File: config.mk
export PLATFORM = sky130hd
export DESIGN_NAME = stk_cmd_arb_flat
export DESIGN_NICKNAME = d
export VERILOG_FILES = /design/src/rtl/stk_cmd_arb.sv /design/src/rtl/stk_cmd_arb_if.sv /design/src/flat_wrapper.sv
export SDC_FILE = /design/constraint.sdc
export NUM_CORES = 1
export LEC_CHECK = 0
export ABC_AREA = 1
export CORE_MARGIN = 3
export CORE_UTILIZATION = 39
export CTS_CLUSTER_SIZE = 20
export DETAILED_ROUTE_END_ITERATION = 10
export GPL_TIMING_DRIVEN = 1
export PLACE_DENSITY = 0.8
export REMOVE_ABC_BUFFERS = 1
export SETUP_SLACK_MARGIN = 0.02
export SYNTH_ARGS = -nofsm -noshare
export SYNTH_HDL_FRONTEND = slang
export SYNTH_SLANG_ARGS = --single-unit
File: constraint.sdc
create_clock -name clk -period 4.41 [get_ports clk]
set_input_delay 0.882 -clock clk [delete_from_list [all_inputs] [get_ports clk]]
set_output_delay 0.882 -clock clk [all_outputs]
set_load 0.03 [all_outputs]
File: src/rtl/stk_cmd_arb.sv
// Round-robin arbiter sharing one stack among engines,
// with per-engine POP credits and response routing.
package stk_pkg;
  typedef enum logic [1:0] {
    OP_NOP  = 2'b00,
    OP_PUSH = 2'b01,
    OP_POP  = 2'b10,
    OP_INV  = 2'b11
  } opcode_t;
  typedef logic [2:0] engid_t;
endpackage

module stk_cmd_arb #(
  parameter int N_ENG   = 8,
  parameter int DATA_W  = 32,
  parameter int MAX_OUT = 4
) (
  input logic          clk,
  input logic          arst_n,
  stk_cmd_arb_if.slave bus
);
  import stk_pkg::*;

  localparam int CW = $clog2(MAX_OUT + 1);
  localparam logic [CW-1:0] CMAX = CW'(MAX_OUT);

  opcode_t           w_op [N_ENG];
  engid_t            w_idx [N_ENG];
  logic [N_ENG-1:0]  w_local;
  logic [N_ENG-1:0]  w_inv;
  logic [N_ENG-1:0]  w_elig;
  logic [N_ENG-1:0]  w_gnt;
  logic [N_ENG-1:0]  w_inc;
  logic [N_ENG-1:0]  w_hit;
  logic              w_free;
  logic              w_gnt_vld;
  engid_t            w_gnt_id;
  opcode_t           w_gnt_op;
  logic [DATA_W-1:0] w_gnt_dat;
  logic              w_rsp_ok;
  logic              w_unexp;

  logic [CW-1:0]     r_cnt [N_ENG];
  engid_t            r_ptr;
  logic              r_vld;
  opcode_t           r_op;
  engid_t            r_eng;
  logic [DATA_W-1:0] r_dat;
  logic [N_ENG-1:0]  r_rsp_vld;
  logic [DATA_W-1:0] r_rsp_dat;
  logic [N_ENG-1:0]  r_inv;
  logic              r_unexp;

  always_comb begin
    for (int i = 0; i < N_ENG; i++) begin
      w_op[i]    = opcode_t'(bus.cmd_opcode[2*i +: 2]);
      w_local[i] = bus.cmd_vld[i] &
                   (w_op[i] == OP_NOP || w_op[i] == OP_INV);
      w_inv[i]   = bus.cmd_vld[i] & (w_op[i] == OP_INV);
      w_elig[i]  = bus.cmd_vld[i] &
                   (w_op[i] == OP_PUSH ||
                    (w_op[i] == OP_POP && r_cnt[i] < CMAX));
    end
  end

  assign w_free = ~r_vld | bus.stk_cmd_rdy;

  // Walk backwards so the candidate nearest the pointer wins.
  always_comb begin
    w_gnt_vld = 1'b0;
    w_gnt_id  = '0;
    for (int k = N_ENG - 1; k >= 0; k--) begin
      w_idx[k] = engid_t'((int'(r_ptr) + k) % N_ENG);
      if (w_free && w_elig[w_idx[k]]) begin
        w_gnt_vld = 1'b1;
        w_gnt_id  = w_idx[k];
      end
    end
  end

  always_comb begin
    w_gnt_op  = OP_NOP;
    w_gnt_dat = '0;
    for (int i = 0; i < N_ENG; i++) begin
      w_gnt[i] = w_gnt_vld && (int'(w_gnt_id) == i);
      w_inc[i] = w_gnt[i] && (w_op[i] == OP_POP);
      w_hit[i] = bus.stk_rsp_vld &&
                 (int'(bus.stk_rsp_engid) == i) &&
                 (r_cnt[i] != '0);
      if (w_gnt[i]) begin
        w_gnt_op  = w_op[i];
        w_gnt_dat = (w_op[i] == OP_PUSH) ?
                    bus.cmd_dat[i*DATA_W +: DATA_W] : '0;
      end
    end
  end

  assign w_rsp_ok = |w_hit;
  assign w_unexp  = bus.stk_rsp_vld & ~w_rsp_ok;

  always_ff @(posedge clk or negedge arst_n) begin
    if (!arst_n) begin
      r_ptr     <= '0;
      r_vld     <= 1'b0;
      r_op      <= OP_NOP;
      r_eng     <= '0;
      r_dat     <= '0;
      r_rsp_vld <= '0;
      r_rsp_dat <= '0;
      r_inv     <= '0;
      r_unexp   <= 1'b0;
      for (int i = 0; i < N_ENG; i++) r_cnt[i] <= '0;
    end else begin
      if (w_free) r_vld <= w_gnt_vld;
      if (w_gnt_vld) begin
        r_ptr <= (int'(w_gnt_id) == N_ENG - 1) ?
                 '0 : w_gnt_id + 3'd1;
        r_op  <= w_gnt_op;
        r_eng <= w_gnt_id;
        r_dat <= w_gnt_dat;
      end
      for (int i = 0; i < N_ENG; i++) begin
        if (w_inc[i] && !w_hit[i])
          r_cnt[i] <= r_cnt[i] + CW'(1);
        else if (!w_inc[i] && w_hit[i])
          r_cnt[i] <= r_cnt[i] - CW'(1);
      end
      r_rsp_vld <= w_hit;
      if (w_rsp_ok) r_rsp_dat <= bus.stk_rsp_dat;
      r_inv   <= w_inv | (r_inv & ~{N_ENG{bus.err_clr}});
      r_unexp <= w_unexp | (r_unexp & ~bus.err_clr);
    end
  end

  assign bus.cmd_rdy = {N_ENG{arst_n}} & (w_local | w_gnt);

  assign bus.stk_cmd_vld    = r_vld;
  assign bus.stk_cmd_opcode = r_op;
  assign bus.stk_cmd_engid  = r_eng;
  assign bus.stk_cmd_dat    = r_dat;
  assign bus.rsp_vld        = r_rsp_vld;
  assign bus.rsp_dat        = r_rsp_dat;
  assign bus.inv_err        = r_inv;
  assign bus.unexp_rsp      = r_unexp;
endmodule

File: src/rtl/stk_cmd_arb_if.sv
// Engine-side command/response and stack-side bundle for stk_cmd_arb.
// slave is the arbiter's view; master is the engines-plus-stack view.
interface stk_cmd_arb_if #(
  parameter int N_ENG  = 8,
  parameter int DATA_W = 32
);
  logic [N_ENG-1:0]        cmd_vld;
  logic [2*N_ENG-1:0]      cmd_opcode;
  logic [N_ENG*DATA_W-1:0] cmd_dat;
  logic [N_ENG-1:0]        cmd_rdy;
  logic                    stk_cmd_vld;
  logic [1:0]              stk_cmd_opcode;
  logic [2:0]              stk_cmd_engid;
  logic [DATA_W-1:0]       stk_cmd_dat;
  logic                    stk_cmd_rdy;
  logic                    stk_rsp_vld;
  logic [2:0]              stk_rsp_engid;
  logic [DATA_W-1:0]       stk_rsp_dat;
  logic [N_ENG-1:0]        rsp_vld;
  logic [DATA_W-1:0]       rsp_dat;
  logic [N_ENG-1:0]        inv_err;
  logic                    unexp_rsp;
  logic                    err_clr;

  modport slave (
    input  cmd_vld, cmd_opcode, cmd_dat,
    output cmd_rdy,
    output stk_cmd_vld, stk_cmd_opcode,
    output stk_cmd_engid, stk_cmd_dat,
    input  stk_cmd_rdy,
    input  stk_rsp_vld, stk_rsp_engid, stk_rsp_dat,
    output rsp_vld, rsp_dat,
    output inv_err, unexp_rsp,
    input  err_clr
  );

  modport master (
    output cmd_vld, cmd_opcode, cmd_dat,
    input  cmd_rdy,
    input  stk_cmd_vld, stk_cmd_opcode,
    input  stk_cmd_engid, stk_cmd_dat,
    output stk_cmd_rdy,
    output stk_rsp_vld, stk_rsp_engid, stk_rsp_dat,
    input  rsp_vld, rsp_dat,
    input  inv_err, unexp_rsp,
    output err_clr
  );
endinterface

File: src/flat_wrapper.sv
// flat-port wrapper written by rule: the top's interface ports become plain ports
module stk_cmd_arb_flat import stk_pkg::*;
#(
  parameter int N_ENG   = 8,
  parameter int DATA_W  = 32,
  parameter int MAX_OUT = 4
)
  (clk, arst_n, bus_cmd_vld, bus_cmd_opcode, bus_cmd_dat, bus_cmd_rdy, bus_stk_cmd_vld, bus_stk_cmd_opcode, bus_stk_cmd_engid, bus_stk_cmd_dat, bus_stk_cmd_rdy, bus_stk_rsp_vld, bus_stk_rsp_engid, bus_stk_rsp_dat, bus_rsp_vld, bus_rsp_dat, bus_inv_err, bus_unexp_rsp, bus_err_clr);
  stk_cmd_arb_if #(.N_ENG(N_ENG), .DATA_W(DATA_W)) bus_i ();
  input logic clk;
  input logic arst_n;
  input wire logic [$bits(bus_i.cmd_vld)-1:0] bus_cmd_vld;
  input wire logic [$bits(bus_i.cmd_opcode)-1:0] bus_cmd_opcode;
  input wire logic [$bits(bus_i.cmd_dat)-1:0] bus_cmd_dat;
  output wire logic [$bits(bus_i.cmd_rdy)-1:0] bus_cmd_rdy;
  output wire logic [$bits(bus_i.stk_cmd_vld)-1:0] bus_stk_cmd_vld;
  output wire logic [$bits(bus_i.stk_cmd_opcode)-1:0] bus_stk_cmd_opcode;
  output wire logic [$bits(bus_i.stk_cmd_engid)-1:0] bus_stk_cmd_engid;
  output wire logic [$bits(bus_i.stk_cmd_dat)-1:0] bus_stk_cmd_dat;
  input wire logic [$bits(bus_i.stk_cmd_rdy)-1:0] bus_stk_cmd_rdy;
  input wire logic [$bits(bus_i.stk_rsp_vld)-1:0] bus_stk_rsp_vld;
  input wire logic [$bits(bus_i.stk_rsp_engid)-1:0] bus_stk_rsp_engid;
  input wire logic [$bits(bus_i.stk_rsp_dat)-1:0] bus_stk_rsp_dat;
  output wire logic [$bits(bus_i.rsp_vld)-1:0] bus_rsp_vld;
  output wire logic [$bits(bus_i.rsp_dat)-1:0] bus_rsp_dat;
  output wire logic [$bits(bus_i.inv_err)-1:0] bus_inv_err;
  output wire logic [$bits(bus_i.unexp_rsp)-1:0] bus_unexp_rsp;
  input wire logic [$bits(bus_i.err_clr)-1:0] bus_err_clr;
  assign bus_i.cmd_vld = bus_cmd_vld;
  assign bus_i.cmd_opcode = bus_cmd_opcode;
  assign bus_i.cmd_dat = bus_cmd_dat;
  assign bus_cmd_rdy = bus_i.cmd_rdy;
  assign bus_stk_cmd_vld = bus_i.stk_cmd_vld;
  assign bus_stk_cmd_opcode = bus_i.stk_cmd_opcode;
  assign bus_stk_cmd_engid = bus_i.stk_cmd_engid;
  assign bus_stk_cmd_dat = bus_i.stk_cmd_dat;
  assign bus_i.stk_cmd_rdy = bus_stk_cmd_rdy;
  assign bus_i.stk_rsp_vld = bus_stk_rsp_vld;
  assign bus_i.stk_rsp_engid = bus_stk_rsp_engid;
  assign bus_i.stk_rsp_dat = bus_stk_rsp_dat;
  assign bus_rsp_vld = bus_i.rsp_vld;
  assign bus_rsp_dat = bus_i.rsp_dat;
  assign bus_inv_err = bus_i.inv_err;
  assign bus_unexp_rsp = bus_i.unexp_rsp;
  assign bus_i.err_clr = bus_err_clr;
  stk_cmd_arb #(.N_ENG(N_ENG), .DATA_W(DATA_W), .MAX_OUT(MAX_OUT)) u_core (.clk(clk), .arst_n(arst_n), .bus(bus_i));
endmodule
; Yosys cells after proc, flatten, opt, wreduce, memory -nomap -nowiden
; Cells that the tools add are included.
[totals]
ff_bits = 114
in_bits = 320
wordCells = 327
[classes]
add_sub_neg = 24
order_cmp = 16
eq_ne = 38
muxes = 73
n_bitwise = 36
n_reduce_logical = 123
[ops]
columns = operator, n
row1 = $mux 32, 16
row2 = $mux 3, 25
row3 = $logic_and 1x1->1, 64
row4 = $eq 2x2->1 const B, 16
row5 = $lt 3x4->1 const B, 8
row6 = $add 3x1->3 const B, 10
row7 = $and 1x1->1, 26
row8 = $bmux 1 s3, 8
row9 = $eq 3x3->1 const B, 8
row10 = $lt 3x3->1 const B, 8
row11 = $reduce_bool 3->1, 8
row12 = $sub 3x1->3 const B, 8
row13 = $and 8x8->8, 2
row14 = $eq 2x1->1 const B, 8
row15 = $logic_not 1->1, 16
row16 = $logic_not 2->1, 8
row17 = $logic_or 1x1->1, 16
row18 = $mux 1, 16
row19 = $mux 2, 8
row20 = $or 8x8->8, 2
row21 = $reduce_bool 2->1, 8
row22 = $add 3x3->3 const B, 4
row23 = $eq 3x2->1 const B, 4
row24 = $not 8->8, 1
row25 = other kinds (6), 12

; Depth between registers and ports, before layout
; Gate-level depths: netlist of the first run.
[logic_depth]
depth_word = 25
ltp_mapped = 35
ltp_nobuf = 33

; Worst setup path before layout of the first run
; No wires, ideal clock.
[synth_timing]
path_kind = input -> output
start = in bus_cmd_opcode[5]
end = out bus_cmd_rdy[7]
arrival_time_ns = 3.859
required_time_ns = 3.528
slack_ns = -0.331
cell_stages = 26
n_path_buf = 3
path_cell_list = inv_1 > ha_1 > buf_2 > inv_2 > nand2_1 > nand3_1 > nand2_1 > nor2_1 > a31oi_1 > o21ai_1 > nor2_4 > inv_2 > nand2_1 > nand2_1 > nand2_1 > nand2_1 > nand2_1 > nand2_1 > nand2_1 > nand2_1 > nand2_2 > buf_1 > ha_1 > nand2_1 > clkbuf_1 > a21oi_1
[synth_between]
elab_chain_cells = 19
word_cells_on_any_way = 49
classes_between = eq/ne: 3 / mux: 32 / bitwise: 3 / reduce/logical: 11
[synth_rtl]
columns = element, line
row1 = start: declaration, flat_wrapper.sv:13  ; input wire logic [$bits(bus_i.cmd_opcode)-1:0] bus_cmd_opcode;
row2 = $eq 2x2->1, stk_cmd_arb.sv:62  ; (w_op[i] == OP_POP && r_cnt[i] < CMAX));
row3 = $logic_and 1x1->1, stk_cmd_arb.sv:62
row4 = $logic_or 1x1->1 *, stk_cmd_arb.sv:61  ; (w_op[i] == OP_PUSH ||
row5 = $and 1x1->1 *, stk_cmd_arb.sv:60  ; w_elig[i] = bus.cmd_vld[i] &
row6 = $bmux 1 s3, stk_cmd_arb.sv:74  ; if (w_free && w_elig[w_idx[k]]) begin
row7 = $mux 1 (implied by the code), stk_cmd_arb.sv:74
row8 = $logic_and 1x1->1, stk_cmd_arb.sv:74
row9 = $mux 3 (7 in a row), stk_cmd_arb.sv:74
row10 = $mux 3 *, stk_cmd_arb.sv:74
row11 = named net u_core.w_gnt_id[2], stk_cmd_arb.sv:37  ; engid_t w_gnt_id;
row12 = $eq 3x1->1 *, stk_cmd_arb.sv:85  ; w_gnt[i] = w_gnt_vld && (int'(w_gnt_id) == i);
row13 = $logic_and 1x1->1 *, stk_cmd_arb.sv:85
row14 = $or 8x8->8 *, stk_cmd_arb.sv:135  ; assign bus.cmd_rdy = {N_ENG{arst_n}} & (w_local | w_gnt);
row15 = $and 8x8->8 *, stk_cmd_arb.sv:135
row16 = end: declaration, flat_wrapper.sv:15  ; output wire logic [$bits(bus_i.cmd_rdy)-1:0] bus_cmd_rdy;
; Mark *: on every way through the listed nets, which the timed path passes. The rest lies on a longest branch. The select of a mux whose other input is x is not followed.

; Worst setup path in the final report of the first run
[layout_timing]
start = in bus_cmd_opcode[13]
end = out bus_cmd_rdy[3]
[layout_between]
elab_chain_cells = 19
word_cells_on_any_way = 49
classes_between = eq/ne: 3 / mux: 32 / bitwise: 3 / reduce/logical: 11
[layout_rtl]
columns = element, line
row1 = $eq 2x2->1, stk_cmd_arb.sv:62
row2 = $logic_and 1x1->1, stk_cmd_arb.sv:62
row3 = $logic_or 1x1->1 *, stk_cmd_arb.sv:61
row4 = $and 1x1->1 *, stk_cmd_arb.sv:60
row5 = $bmux 1 s3, stk_cmd_arb.sv:74
row6 = $mux 1 (implied by the code), stk_cmd_arb.sv:74
row7 = $logic_and 1x1->1, stk_cmd_arb.sv:74
row8 = $mux 3 (7 in a row), stk_cmd_arb.sv:74
row9 = $mux 3 *, stk_cmd_arb.sv:74
row10 = named net u_core.w_gnt_id[1], stk_cmd_arb.sv:37
row11 = $eq 3x3->1 *, stk_cmd_arb.sv:85
row12 = $logic_and 1x1->1 *, stk_cmd_arb.sv:85
row13 = $or 8x8->8 *, stk_cmd_arb.sv:135
row14 = $and 8x8->8 *, stk_cmd_arb.sv:135
; Marked as above.

==> metrics.yaml, run 1 <==
floorplan:
  core_um2: 25300
  rows: 58
  die_h_um: 167
  die_area_um2: 27800
  die_w_um: 167
  io_pins: 415
  initial_core_util_pct: 39.8
sta:
  skew_ps: 13.6
  tightest_slew_ps: 969
  fmax_mhz: 221
  finalSetupTns_ps: -461
  timing.final.crit_share_pct: 103
  finalHoldViolCount: 0
  final.setup.worst_slack_ps: -118
  finalMaxSlewViolations: 0
  rsz0062_at_grt: "yes"
  slew-limit-headroom_pct: 35.4
  finalSetupViolations: 9
  min_period_ps: 4530
setup_path:
  critPathSlowestCell: "a22oi_2"
  worstPathArrival_ps: 3650
  reg2reg_depth: 34
  r2r_slack_ps: 50
  crit_required_ps: 3530
  rr_endpoint: "u_core.bus.stk_cmd_engid[1]"
  critPathMaxFanout: 4
  slowest_delay_ps: 210
  cp_common_cell: "nand2_1"
  worstReg2RegStart: "u_core.r_ptr[0]"
  start_kind: "input port"
  end_kind: "primary output"
  critPathKind: "input port to primary output"
yosys:
  async_flop_share_pct: 100
  syn-mean-instance-area_um2: 6.12
  synth_edf_count: 0
  ys_seq_area_share_pct: 28.4
  synth-warning-count: 0
  synth-main-ff-cell: "dfrtp_1"
  netlist_area_um2: 10100
  syn_inst: 1644
  synth_cell_type_count: 38
  ys_seq_elements: 114
clock_network:
  clk_pin_slew_ps: 70
  clock_latency_ps: 420
  cts_buffers: 17
  htreeDepth: 4
  cts_tree: "done"
  holdBufCountCts: 0
  cts_buffer_depth: 2
  cts_root_buf: "clkbuf_16"
  clock_sinks: 114
global_route:
  grt_pass1_vias: 12900
  grt.total_usage_pct: 31.4
  grt_pass1_wl_um: 69200
  antenna_found_initial: 2
  grt_max_degree: 74
  grt_overflow: 0
layout:
  final_cell_mix: "nand2_1 (663), clkdlybuf4s50_1 (381), inv_1 (237)"
  drive_gt1_share_pct: 18.9
  area_growth_pct: 67.1
  finalNetCount: 2516
  stdcell_area_um2: 16800
  fillers: 2096
  layout_commonest_cell: "nand2_1"
routing:
  postRouteAntennaNets: 0
  wl_um: 45700
  drc: 0
  vias_per_cell: 5.11
  dr.pass1.iters: 6
  vias: 12700
  drt_first_iter_violations: 975
  avgRoutedWirePerCell_um: 18.3
placed_design:
  routabilityCongestion: 0.993
  portBuffers: 414
  post_dp_cell_area_um2: 15200
  dp_hpwl_um: 32200
worst_hold_path:
  hold_depth: 2
  hold_path_end: "u_core.bus.stk_cmd_engid[2]"
  hold_start: "u_core.bus.stk_cmd_engid[2]"
  hold_path_class: "flop to flop"
outcome:
  failed_checks: "negative setup slack"
  status: "finished with violations"
run:
  max_cap_viol_count: 0
## metal layers
layer | up-vias | share of wire [%] | routed length, um | GRT usage [%]
met2 | 696 | 49 | 22400 | 55.2
met5 | - | 0 | 0 | 0
met4 | 0 | 4.6 | 2080 | 15.3
met3 | 122 | 8.9 | 4060 | 6.17
met1 | 5865 | 38 | 17200 | 36.8
li1 | 6047 | - | - | -
## per-stage QoR
stage	worst slack [ps]	cells	utilization [%]	hold WS, ps
6_report	-118	2493	66.6	486
3_5_place_dp	-870	2413	60.3	471
2_1_floorplan	-2060	1556	-	493
3_3_place_gp	-777	2413	60.3	464
4_1_cts	-60.8	2486	65.5	488
5_1_grt	-239	2493	66.6	515
## Yosys cell counts (3+ instances only)
cell type	instances	area (um^2)
nor2_1	59	221
fa_1	8	160
dfrtp_1	114	2850
nand3_1	106	531
mux2_2	40	450
inv_1	260	976
o21ai_0	34	170
o311ai_0	8	70.1
buf_1	7	26.3
xor2_1	9	78.8
xnor2_1	9	78.8
ha_1	40	500
or2_2	11	68.8
nor3_1	3	15.0
buf_2	30	150
o211ai_1	3	22.5
o21ai_1	36	180
clkbuf_1	49	184
nand2_1	689	2590
inv_2	12	45.0
nand4_1	33	206
a21oi_1	65	325
## cells by family (layout without fill, tap and decap cells)
family	after synthesis	after routing	synth area share (%)
adder cells (fa/ha/maj)	48	48	6.57
multiplexers	40	40	4.48
buffers and inverters	361	877	14.0
other	0	2	0
AND/OR/NAND/NOR	910	911	36.8
flip-flops	114	114	28.4
XOR/XNOR	19	19	1.73
AO/OA/AOI/OAI	152	152	8.16
## sequential cells by signal, summed over array words and instances (netlist names), 2 cells and up
signal / cells
u_core.r_cnt: 24
u_core.bus.stk_cmd_opcode: 2
u_core.bus.inv_err: 8
u_core.bus.stk_cmd_dat: 32
u_core.bus.rsp_vld: 8
u_core.bus.stk_cmd_engid: 3
u_core.bus.rsp_dat: 32
u_core.r_ptr: 3
## cell type report
| cell class | instances | area (um^2) | area share, % |
|---|---|---|---|
| Antenna cell | 2 | 5.00 | 0.0298 |
| Multi-Input combinational cell | 1170 | 6410 | 38.1 |
| Sequential cell | 114 | 2850 | 17.0 |
| Clock buffer | 17 | 425 | 2.53 |
| Timing Repair Buffer | 572 | 5440 | 32.3 |
| Clock inverter | 15 | 220 | 1.31 |
| Inverter | 273 | 1050 | 6.22 |
| Tap cell | 330 | 413 | 2.46 |
## critical path, delay by kind of cell
kind | cells | cell delay, ps
AOI/OAI and AO/OA | 5 | 610
adders and majority gates | 3 | 490
buffers and inverters | 8 | 880
and+or+nand+nor | 9 | 770
## how the worst max path moves through the flow
stage                  startpoint          endpoint  slack (ps)
6_report       bus_cmd_opcode[13]    bus_cmd_rdy[3]        -120
5_1_grt         bus_cmd_opcode[3]    bus_cmd_rdy[5]        -240
4_1_cts         bus_cmd_opcode[6]    bus_cmd_rdy[3]         -60
3_5_place_dp    bus_cmd_opcode[4]  u_core.r_cnt[17]        -870
3_3_place_gp    bus_cmd_opcode[6]    bus_cmd_rdy[2]        -780
2_1_floorplan  bus_cmd_opcode[13]    bus_cmd_rdy[5]       -2060
## what timing repair did
action,in CTS,in global routing
endpoints found under the setup margin,59,48
gates cloned,0,1
setup buffers,41,8
resized for setup,196,57
pin swaps,43,40
Power of run 1 is left out: the tool's default activity adds up to more than one toggle a clock period on the data nets, which glitch-free logic cannot reach.
==> run 2: changes to the inputs <==
--- a/config.mk
+++ b/config.mk
@@ -8,6 +8,7 @@
 export ABC_AREA = 1
 export CORE_MARGIN = 3
 export CORE_UTILIZATION = 39
+export CTS_CLUSTER_DIAMETER = 40
 export CTS_CLUSTER_SIZE = 20
 export DETAILED_ROUTE_END_ITERATION = 10
 export GPL_TIMING_DRIVEN = 1
==> results of run 2 <==
The final DEF is identical to that of run 1; final timing and power are the same.
Power of run 2 is left out for the same reason.
==> run 3: changes to the inputs <==
--- a/config.mk
+++ b/config.mk
@@ -6,8 +6,9 @@
 export NUM_CORES = 1
 export LEC_CHECK = 0
 export ABC_AREA = 1
-export CORE_MARGIN = 3
+export CORE_MARGIN = 2
 export CORE_UTILIZATION = 39
+export CTS_BUF_LIST = sky130_fd_sc_hd__clkbuf_8
 export CTS_CLUSTER_DIAMETER = 40
 export CTS_CLUSTER_SIZE = 20
 export DETAILED_ROUTE_END_ITERATION = 10
==> run 3 against run 2 <==
  * Die area shrank 2.4%
  * Count of clock-buffer cells in the layout increased by 1
  * Maximum frequency fell by 1.4%
  * Critical path depth did not move
  * Critical endpoint is now bus_cmd_rdy[0]
  * Critical path type unchanged
  * Final cell count grew 1.4%
  * The run still ends with negative setup slack left
  * Wire length rose by 4.7%
  * Setup slack lost 62 ps
  * Non-clock buffer count rose by 34
==> metrics.yaml, run 3 (synthesis gave the netlist of run 1 again) <==
floorplan:
  die_w_um: 165
  die_h_um: 165
  core_um2: 25300
  die_area_um2: 27100
  rows: 58
  io_pins: 415
  initial_core_util_pct: 39.8
layout:
  final_cell_mix: "nand2_1 (650), clkdlybuf4s50_1 (381), inv_1 (230)"
  stdcell_area_um2: 17100
  drive_gt1_share_pct: 21.1
  finalNetCount: 2550
  area_growth_pct: 70.2
  fin_cells: 2528
  layout_commonest_cell: "nand2_1"
  fillers: 2069
routing:
  vias_per_cell: 5.22
  avgRoutedWirePerCell_um: 18.9
  postRouteAntennaNets: 0
  drt_first_iter_violations: 1243
  wl_um: 47900
  vias: 13200
  dr.pass1.iters: 7
  drc: 0
sta:
  timing.final.crit_share_pct: 104
  min_period_ps: 4590
  rsz0062_at_grt: "yes"
  skew_ps: 25.3
  slew-limit-headroom_pct: 6.88
  final.setup.worst_slack_ps: -180
  finalHoldViolCount: 0
  fmax_mhz: 218
  whs_ps: 485
  tightest_slew_ps: 1380
  finalMaxSlewViolations: 0
  finalSetupViolations: 8
setup_path:
  start_kind: "input port"
  crit_required_ps: 3530
  critPathMaxFanout: 4
  end_kind: "primary output"
  cp_top_family: "simple AND/OR/NAND/NOR gates"
  critPathKind: "input port to primary output"
  slowest_delay_ps: 260
  critPathSlowestCell: "nor3_4"
  cp.buffers_inverters: 7
  worstPathArrival_ps: 3710
placed_design:
  dp_hpwl_um: 31800
  dp.cells: 2410
  routabilityCongestion: 0.939
  dp_slack_ps: -774
  post_dp_cell_area_um2: 15200
  portBuffers: 414
clock_network:
  cts_tree: "done"
  clk_pin_slew_ps: 80
  cts_root_buf: "clkbuf_8"
  clock_latency_ps: 460
  cts_buffers: 17
  htreeDepth: 4
  cts_buffer_depth: 2
  clock_sinks: 114
  holdBufCountCts: 0
global_route:
  grt.total_usage_pct: 32.9
  antenna_found_initial: 5
  grt_overflow: 0
  grt_pass1_vias: 12600
  grt_pass1_wl_um: 67800
  grt_max_degree: 62
power:
  p_leak_uw: 0.00870
  power_uw: 17200
  p_per_area_nw_per_um2: 1010
  ir_worst_vdd_uv: 807
run:
  max_cap_viol_count: 0
worst_hold_path:
  hold_path_class: "flop to flop"
outcome:
  status: "finished with violations"
  failed_checks: "negative setup slack"
run 3: cell types whose count changed in the layout (fill, tap and decap cells not counted), moves of 8 or more:
| cell | before | now |
|---|---|---|
| inv_4 | 6 | 14 |
| clkbuf_16 | 17 | 0 |
| nand2_2 | 22 | 30 |
| buf_4 | 146 | 178 |
| buf_2 | 9 | 1 |
| clkbuf_8 | 0 | 18 |
| buf_6 | 13 | 25 |
| nand2_1 | 663 | 650 |
run 3: area by class of cell:
cell class	instances	area (um^2)	share of cell area, %
clock buffers	18	248	1.45
repair buffers	606	5760	33.6
clock inverters	14	169	0.986
multi-input cells	1170	6610	38.6
inverters	273	1080	6.29
well taps	330	413	2.41
diodes	3	7.51	0.0438
flip-flops and latches	114	2850	16.7
run 3: report_power, final:
group	switching (uW)	total [uW]	internal, uW	leakage [uW]
sequential	304	1850	1550	0.00139
clock	589	1130	538	0.000203
combinational	8720	14300	5540	0.00710
run 3: final timing paths:
check / start / end / slack [ps] / cells past startpoint
setup reg to reg: u_core.r_cnt[17] / u_core.r_cnt[14] / 100 / 27
max in group asynchronous: arst_n / u_core.r_ptr[2] / 2440 / 3
hold reg to reg: u_core.bus.stk_cmd_engid[0] / u_core.bus.stk_cmd_engid[0] / 490 / 2
min in group asynchronous: arst_n / u_core.bus.rsp_dat[20] / 550 / 2
hold / removal: u_core.bus.stk_cmd_engid[0] / u_core.bus.stk_cmd_engid[0] / 490 / 2
setup / recovery: bus_cmd_opcode[4] / bus_cmd_rdy[0] / -180 / 25
run 3: tightest hold or removal path, stage by stage, from the launching register on:
cell and delay [ps]:
dfrtp_1 350, nand2_1 60, nand2_1 50
run 3: timing repair:
item / 4_1_cts / 5_1_grt
pin swaps: 55 / 66
setup buffers: 70 / 17
cloned: 0 / 1
resized for setup: 221 / 115
setup endpoints to repair: 58 / 50
run 3: layer usage:
layer	up-vias	wire (um)	track usage, %	share of wire, %
li1	6130	-	-	-
met1	5975	17300	37.8	36
met2	868	22500	56.5	47
met3	214	5130	7.46	11
met4	4	2930	18.2	6.1
met5	-	23	0	0.048
run 3: stage by stage:
step | utilization (%) | setup TNS (ps)
floorplan | - | -62760
CTS | 65.6 | -141
detailed placement | 60.1 | -39390
finish | 67.8 | -1040
global route | 67.8 | -2130
global placement | 60.1 | -33730
Note: power is estimated with default switching activity, not from simulation.
